[config.mk]
export PLATFORM = sky130hd
export DESIGN_NAME = mdu32
export DESIGN_NICKNAME = d
export VERILOG_FILES = /design/src/rtl/mdu_pkg.sv /design/src/rtl/mdu_divider.sv /design/src/rtl/mdu32.sv
export SDC_FILE = /design/constraint.sdc
export NUM_CORES = 1
export LEC_CHECK = 0
export BUFFER_PORTS_ARGS = -buffer_cell sky130_fd_sc_hd__buf_2
export CAP_MARGIN = 25
export CORE_AREA = 2 2 193 195
export CTS_CLUSTER_SIZE = 28
export DETAILED_ROUTE_END_ITERATION = 10
export DIE_AREA = 0 0 195 197
export HOLD_SLACK_MARGIN = 0.08
export PLACE_DENSITY = 0.73
export SLEW_MARGIN = 20
export SYNTH_ARGS = -nofsm -noshare
export SYNTH_HDL_FRONTEND = slang
export SYNTH_SLANG_ARGS = --single-unit
[constraint.sdc]
create_clock -name clock -period 10.8 [get_ports clock]
set_input_delay 2.16 -clock clock [delete_from_list [all_inputs] [get_ports clock]]
set_output_delay 2.16 -clock clock [all_outputs]
set_load 0.02 [all_outputs]
[src/rtl/mdu_pkg.sv]
// mdu_pkg: shared op encodings, FSM states and defaults for the mdu32 multiply/divide unit
package mdu_pkg;
  localparam int WIDTH_DEF = 32;
  localparam logic [2:0] OP_MULT  = 3'd0;
  localparam logic [2:0] OP_MULTU = 3'd1;
  localparam logic [2:0] OP_DIV   = 3'd2;
  localparam logic [2:0] OP_DIVU  = 3'd3;
  localparam logic [2:0] OP_MTHI  = 3'd4;
  localparam logic [2:0] OP_MTLO  = 3'd5;
  typedef enum logic [1:0] {IDLE, RUN, FIX} state_t;
  function automatic logic is_signed_op(input logic [2:0] o);
    return o == OP_MULT || o == OP_DIV;
  endfunction
endpackage

[src/rtl/mdu_divider.sv]
// mdu_divider: iterative restoring unsigned divider, one quotient bit per clock
module mdu_divider #(
  parameter int WIDTH = 32,
  parameter int CNT_W = 6
) (
  input  logic             clock,
  input  logic             reset,
  input  logic             start,
  input  logic [WIDTH-1:0] dividend,
  input  logic [WIDTH-1:0] divisor,
  output logic [WIDTH-1:0] quotient,
  output logic [WIDTH-1:0] remainder,
  output logic             valid
);
  logic [WIDTH-1:0] d;
  logic [CNT_W-1:0] cnt;
  logic             running;
  logic [WIDTH:0]   t, diff;
  logic             ge;
  assign t    = {remainder, quotient[WIDTH-1]};
  assign diff = t - {1'b0, d};
  assign ge   = t >= {1'b0, d};
  always_ff @(posedge clock or posedge reset)
    if (reset) begin
      quotient  <= '0;
      remainder <= '0;
      d         <= '0;
      cnt       <= '0;
      running   <= 1'b0;
      valid     <= 1'b0;
    end else if (start) begin
      quotient  <= dividend;
      remainder <= '0;
      d         <= divisor;
      cnt       <= '0;
      running   <= 1'b1;
      valid     <= 1'b0;
    end else if (running) begin
      remainder <= ge ? diff[WIDTH-1:0] : t[WIDTH-1:0];
      quotient  <= {quotient[WIDTH-2:0], ge};
      cnt       <= cnt + 1'b1;
      if (cnt == CNT_W'(WIDTH - 1)) begin
        running <= 1'b0;
        valid   <= 1'b1;
      end
    end
endmodule

[src/rtl/mdu32.sv]
// mdu32: iterative MIPS multiply/divide unit with HI/LO; MDU_FAST_MUL_EN selects a single-cycle multiplier
module mdu32 import mdu_pkg::*; #(
  parameter int WIDTH = WIDTH_DEF,
  parameter int CNT_W = 6
) (
  input  logic             clock,
  input  logic             reset,
  input  logic             start,
  input  logic [2:0]       op,
  input  logic [WIDTH-1:0] read_data_1,
  input  logic [WIDTH-1:0] read_data_2,
  output logic             busy,
  output logic             done,
  output logic [WIDTH-1:0] hi,
  output logic [WIDTH-1:0] lo
);
  state_t             state, nstate;
  logic [CNT_W-1:0]   cnt;
  logic [WIDTH-1:0]   mcand, ma, mb, dv_q, dv_r, q_s, r_s;
  logic [2*WIDTH-1:0] prod, prod_s;
  logic [WIDTH:0]     sum;
  logic               neg_q, neg_r, is_div, dz, accept, sgn, fin, dv_valid;
  assign busy   = state != IDLE;
  assign accept = start && !busy;
  assign sgn    = is_signed_op(op);
  assign ma     = (sgn && read_data_1[WIDTH-1]) ? -read_data_1 : read_data_1;
  assign mb     = (sgn && read_data_2[WIDTH-1]) ? -read_data_2 : read_data_2;
  assign sum    = {1'b0, prod[2*WIDTH-1:WIDTH]} + {1'b0, prod[0] ? mcand : '0};
  assign fin    = state == FIX && (!is_div || dv_valid);
  assign prod_s = neg_q ? -prod : prod;
  // a zero divisor yields all-ones regardless of sign, so the quotient is never negated
  assign q_s    = dz ? '1 : neg_q ? -dv_q : dv_q;
  assign r_s    = neg_r ? -dv_r : dv_r;
`ifdef MDU_FAST_MUL_EN
  logic [2*WIDTH-1:0] fast_p;
  assign fast_p = (2*WIDTH)'(ma) * (2*WIDTH)'(mb);
`endif
  mdu_divider #(.WIDTH(WIDTH), .CNT_W(CNT_W)) u_div (
    .clock(clock), .reset(reset),
    .start(accept && op[2:1] == 2'b01),
    .dividend(ma), .divisor(mb),
    .quotient(dv_q), .remainder(dv_r), .valid(dv_valid)
  );
  always_comb begin
    nstate = state;
    if (state == IDLE && accept && !op[2])
`ifdef MDU_FAST_MUL_EN
      nstate = op[1] ? RUN : FIX;
`else
      nstate = RUN;
`endif
    else if (state == RUN && cnt == CNT_W'(WIDTH - 1))
      nstate = FIX;
    else if (fin)
      nstate = IDLE;
  end
  always_ff @(posedge clock or posedge reset)
    if (reset) begin
      state  <= IDLE;
      cnt    <= '0;
      mcand  <= '0;
      prod   <= '0;
      neg_q  <= 1'b0;
      neg_r  <= 1'b0;
      is_div <= 1'b0;
      dz     <= 1'b0;
      done   <= 1'b0;
      hi     <= '0;
      lo     <= '0;
    end else begin
      state <= nstate;
      done  <= 1'b0;
      if (accept && op == OP_MTHI) begin
        hi   <= read_data_1;
        done <= 1'b1;
      end
      if (accept && op == OP_MTLO) begin
        lo   <= read_data_1;
        done <= 1'b1;
      end
      if (accept && !op[2]) begin
        cnt    <= '0;
        mcand  <= ma;
`ifdef MDU_FAST_MUL_EN
        prod   <= op[1] ? {{WIDTH{1'b0}}, mb} : fast_p;
`else
        prod   <= {{WIDTH{1'b0}}, mb};
`endif
        neg_q  <= sgn && (read_data_1[WIDTH-1] ^ read_data_2[WIDTH-1]);
        neg_r  <= sgn && read_data_1[WIDTH-1];
        is_div <= op[1];
        dz     <= op[1] && read_data_2 == '0;
      end
      if (state == RUN) begin
        cnt  <= cnt + 1'b1;
        prod <= {sum, prod[WIDTH-1:1]};
      end
      if (fin) begin
        hi   <= is_div ? r_s : prod_s[2*WIDTH-1:WIDTH];
        lo   <= is_div ? q_s : prod_s[WIDTH-1:0];
        done <= 1'b1;
      end
    end
endmodule

# Yosys cells after proc, flatten, opt, wreduce, memory -nomap -nowiden
# Cells that the tools add are included.
# Widths: inputs -> output; s select.
# totals
regBits	277
inputBits	70
out_inout_bits	66
wordCells	101
# classes
addsub	9
n_lt_le_gt_ge	1
eq_ne	8
muxes	36
bitwise	1
reduce_logical	29
# op_table
op	count
$mux 32	17
$mux 64	3
$neg 32->32	4
$neg 64->64	1
$add 32x32->33	1
$ge 33x32->1	1
$logic_not 32->1	1
$sub 32x32->32	1
$mux 6	4
$logic_and 1x1->1	13
$add 6x1->6 const B	2
$eq 6x5->1 const B	2
$reduce_bool 2->1	6
$mux 1	9
$eq 3x3->1 const B	2
$mux 2	3
$eq 2x1->1 const B	2
$eq 3x2->1 const B	1
$logic_not 1->1	3
$logic_not 3->1	1
$reduce_bool 3->1	1
$eq 2x2->1 const B	1
$logic_not 2->1	1
$logic_or 1x1->1	2
2 further kinds	2

# Logic depth before layout (Yosys ltp)
# depth
ltp_word	7
ltp_mapped	13
depth_no_buf	12

# Modules after synthesis
# A second synthesis with hierarchy kept.
# unflattened
hier_cells	2322
hier_area_um2	19581.3
# modules_own_cells
mod	instances	cells_per_inst	area_per_inst_um2	seq_area_each_um2
mdu32	1	1584	13133.8	4329.2
mdu_divider	1	738	6447.4	2602.5

# Least setup slack after synthesis
# Ideal clock, no wire load.
# synth_path
path_kind	input port to flip-flop
from	input read_data_2[9]
to	register u_div.d[29]
setup_ns	0.133
t_arrival_ns	4.368
t_required_ns	10.667
setup_slack_ns	6.299
stages	8
path_buffers	0
cell_sequence	or4_1 or3_1 or3_1 or3_1 nand2b_1 o21ai_0 xor2_1 o21ai_0
# synth_between
elab_chain_len	2
# synth_lines
item	line_no	source
from (decl)	mdu32.sv:11	input logic [WIDTH-1:0] read_data_2,
$neg 32->32	mdu32.sv:27	assign mb = (sgn && read_data_2[WIDTH-1]) ? -read_data_2 : read_data_2;
$mux 32	mdu32.sv:27	
to (signal assigned)	mdu_divider.sv:34	d <= divisor;
to (decl)	mdu_divider.sv:15	logic [WIDTH-1:0] d;
# Every way passes these cells.
# A chain may end at the register's enable or synchronous reset.

# Final worst setup path
# layout_path
from	input read_data_2[7]
to	register u_div.d[29]
# The elaborated chain is that of the path after synthesis.

==> run_results.csv <==
group,metric,value,unit
worst_setup_path,path_cells,"buf_2 -> or4_1 -> or3_1 -> or3_1 -> or3_1 -> nand2b_1 -> o21ai_0 -> xor2_1 -> o21ai_0",
routing,final_antenna_net_count,0,
routing,drt_iter0_markers,2074,
final_layout,stdcell_count,2845,
routing,dr_total_vias,18600,
grt,grt_start_max_net_pins,154,
clock_network,cts_root_buf,"clkbuf_16",
synth,synth_area_leaders,"dfrtp_1 (35%), o21ai_0 (7.4%), xnor2_1 (5.4%)",
power,pwr-share-clk,51.4,%
clock_network,cts.path.max_buffers,3,
final_layout,fill_cells,3191,
worst_setup_path,cpMostUsedCell,"or3_1",
final_layout,syn_to_final_growth,10.7,%
die,pin_count,136,
clock_network,cts_sinks,277,
timing,clock_skew,21.3,ps
worst_setup_path,critPathArrivalTime,4720,ps
synth,synth-simple-area-share,16.7,%
power,cell_internal_pwr,1800,uW
synth,ys_seq_area_share,35.2,%
worst_setup_path,critPathSlowestCell,"or4_1",
grt,track_usage,35.5,%
placed_design,gp_congestion,0.998,
final_layout,multi_input_comb_area,12000,um^2
timing,fmaxAchievable,0.230,GHz
clock_network,clk_latency,540,ps
final_layout,nets,2496,
routing,avgRoutedWirePerCell,24.0,um
worst_setup_path,cp_data_required_time,11170,ps
grt,antenna_found_initial,1,
placed_design,dpl.hpwl,51400,um
timing,rsz0062_at_grt,"no",
synth,synth-edff-count,0,
routing,drt_wl_total,68200,um
worst_setup_path,criticalPathCategory,"input port to flop",
timing,worst_pin_slew,1050,ps
synth,synth-seq-cells,277,
clock_network,h-tree-depth,2,
final_layout,drive_above_1_share,11.3,%
power,p_per_area,108,nW/um^2
placed_design,place_ws,5930,ps
die,die-width,195,um
power,power_frac_comb,4.5,%
synth,synth-warning-count,0,
final_layout,ff_latch_area,6940,um^2
clock_network,ctsResizeCount,0,
synth,synthFlopType,"dfrtp_1",
timing,fin_crit_sh,40.3,%
timing,worst_slack,6450,ps
synth,yosys.area_share.adder,4.71,%
clock_network,post_cts_buffers,0,
synth,ys_types,80,
power,swShare,23.5,%
routing,routed_via_density,6.53,
clock_network,cts_inserted_buffers,34,
power,p_seq_share,44.0,%
power,p_sw,553,uW
worst_hold_path,hp-class,"flop to flop",
die,num_rows,70,
synth,muxShareOfSynthArea,5.72,%
synth,synthXorXnorAreaFrac,10.2,%
final_layout,final_common_cell,"o21ai_0",
synth,syn_area_per_cell,8.57,um^2
synth,synth_nets,2444,
power,finalPower,2360,uW
synth,netlist_area,19700,um^2
worst_setup_path,crit_buf_inv,1,
clock_network,path_clk_slew,60,ps
placed_design,placed_cells,2784,
synth,synth_top_area_cell,"dfrtp_1",
worst_setup_path,crit_family,"simple AND/OR/NAND/NOR gates",
synth,netlist_instances,2301,
worst_setup_path,crit_fanout,5,
timing,min_period,4350,ps
status,status,"complete, no violations",
routing,first_pass_iters,6,
grt,globalRouteOverflowTotal,0,
power,peakVddDrop,0.107,mV
routing,drc,0,
timing,drv_slew,0,
timing,setup_tns,0,ps
synth,synth_top_family_by_area,"compound AO/OA/AOI/OAI gates",
timing,final-setup-viol-count,0,
worst_setup_path,cpPeakStageDelay,570,ps
die,design.core.area,36300,um^2
final_layout,layout_common_cells,"o21ai_0 (293), dfrtp_1 (274), nand2_1 (254)",
timing,finalHoldViolCount,0,
synth,synth_compound_gate_area_share,23.3,%
placed_design,port_buffers,135,
power,p_leak,0.00926,uW
grt,grt_pass1_vias,17500,
die,start_util,54.4,%
die,die_area,38400,um^2
timing,max-slew-margin-rel,30.0,%
die,dieHeight,197,um
worst_setup_path,start_kind,"input port",
synth,synth_top_area_share,35.2,%
worst_setup_path,crit_path_end_kind,"flop",
synth,postSynth.asyncResetShare,100,%
grt,grt_pass1_wl,105000,um
clock_network,cts_tree,"built",
clock_network,postCtsHoldBufs,0,
job,drv_cap,0,
-- layer usage --
metal	vias up	track usage [%]	part of all wire [%]
li1	8470	-	-
met1	9021	47.0	41
met2	892	56.5	45
met3	188	5.65	8.3
met4	2	18.1	5.8
met5	-	0	0.026
-- Yosys cell counts (16+ instances only) --
library cell  instances
nor2b_1              17
o31ai_1              55
o21ai_0             293
dfrtp_1             277
or2_2                18
o211ai_1             25
a21oi_1             121
xnor2_1             121
nor3_1               40
clkbuf_1            118
nor4_1               16
nand2b_1             16
o221ai_1             20
nand3_1              41
nand4_1              21
mux2i_1              98
a211oi_1             30
nor2_1              106
a22oi_1              32
and2_1               39
inv_1                70
ha_1                 71
nand2_1             255
o21a_1               18
xor2_1              109
or3_1                36
o41ai_1              23
-- power groups by stage --
stage	clock network [uW]	logic [uW]	registers, uW
CTS	1220	106	1040
floorplan	0	46.6	1060
global route	1260	114	1040
global placement	0	104	1060
detailed placement	0	105	1060
finish	1210	107	1040
-- worst min-delay path: stages (launching register included) --
cell,delay [ps]
dfrtp_1,340
nand2_1,50
nand2_1,50
-- path summary, 6_finish.rpt --
kind                                       end  depth (start not counted)                start  slack, ps
max                                u_div.d[29]                          9       read_data_2[7]       6450
min                                   mcand[2]                          2             mcand[2]        470
max reg2reg                u_div.remainder[20]                         10  u_div.remainder[18]       6690
min reg2reg                           mcand[2]                          2             mcand[2]        470
max in group asynchronous             mcand[4]                          3                reset       7570
min in group asynchronous               lo[13]                          2                reset       1830
-- cell type report --
class | count | area share (%)
well taps | 468 | 2.68
inverters | 70 | 1.24
clock inverters | 14 | 0.952
diodes | 1 | 0.0115
repair buffers | 156 | 3.91
flip-flops and latches | 277 | 31.8
multi-input cells | 1814 | 55.0
clock buffers | 45 | 4.37
-- logic make-up after synthesis --
family,count (synthesis)
and+or+nand+nor,667
adders and majority gates,73
muxes,111
DFF,277
xor gates and xnor gates,230
buffers and inverters,210
AOI/OAI and AO/OA,733
-- state kept, by name (all words and copies together), names as in the netlist, 2 cells and up --
| name | flops |
|---|---|
| cnt | 6 |
| hi | 32 |
| lo | 32 |
| mcand | 32 |
| prod | 64 |
| state | 2 |
| u_div.cnt | 6 |
| u_div.d | 32 |
| u_div.quotient | 32 |
| u_div.remainder | 32 |
-- through the flow --
stage	area, um^2	hold WS, ps	utilization (%)
floorplan	19700	438	-
global placement	20600	458	56.9
detailed placement	20600	457	56.9
CTS	21800	472	60.1
global route	21800	504	60.2
finish	21800	472	60.2
Power figures use the tool's default switching activity.
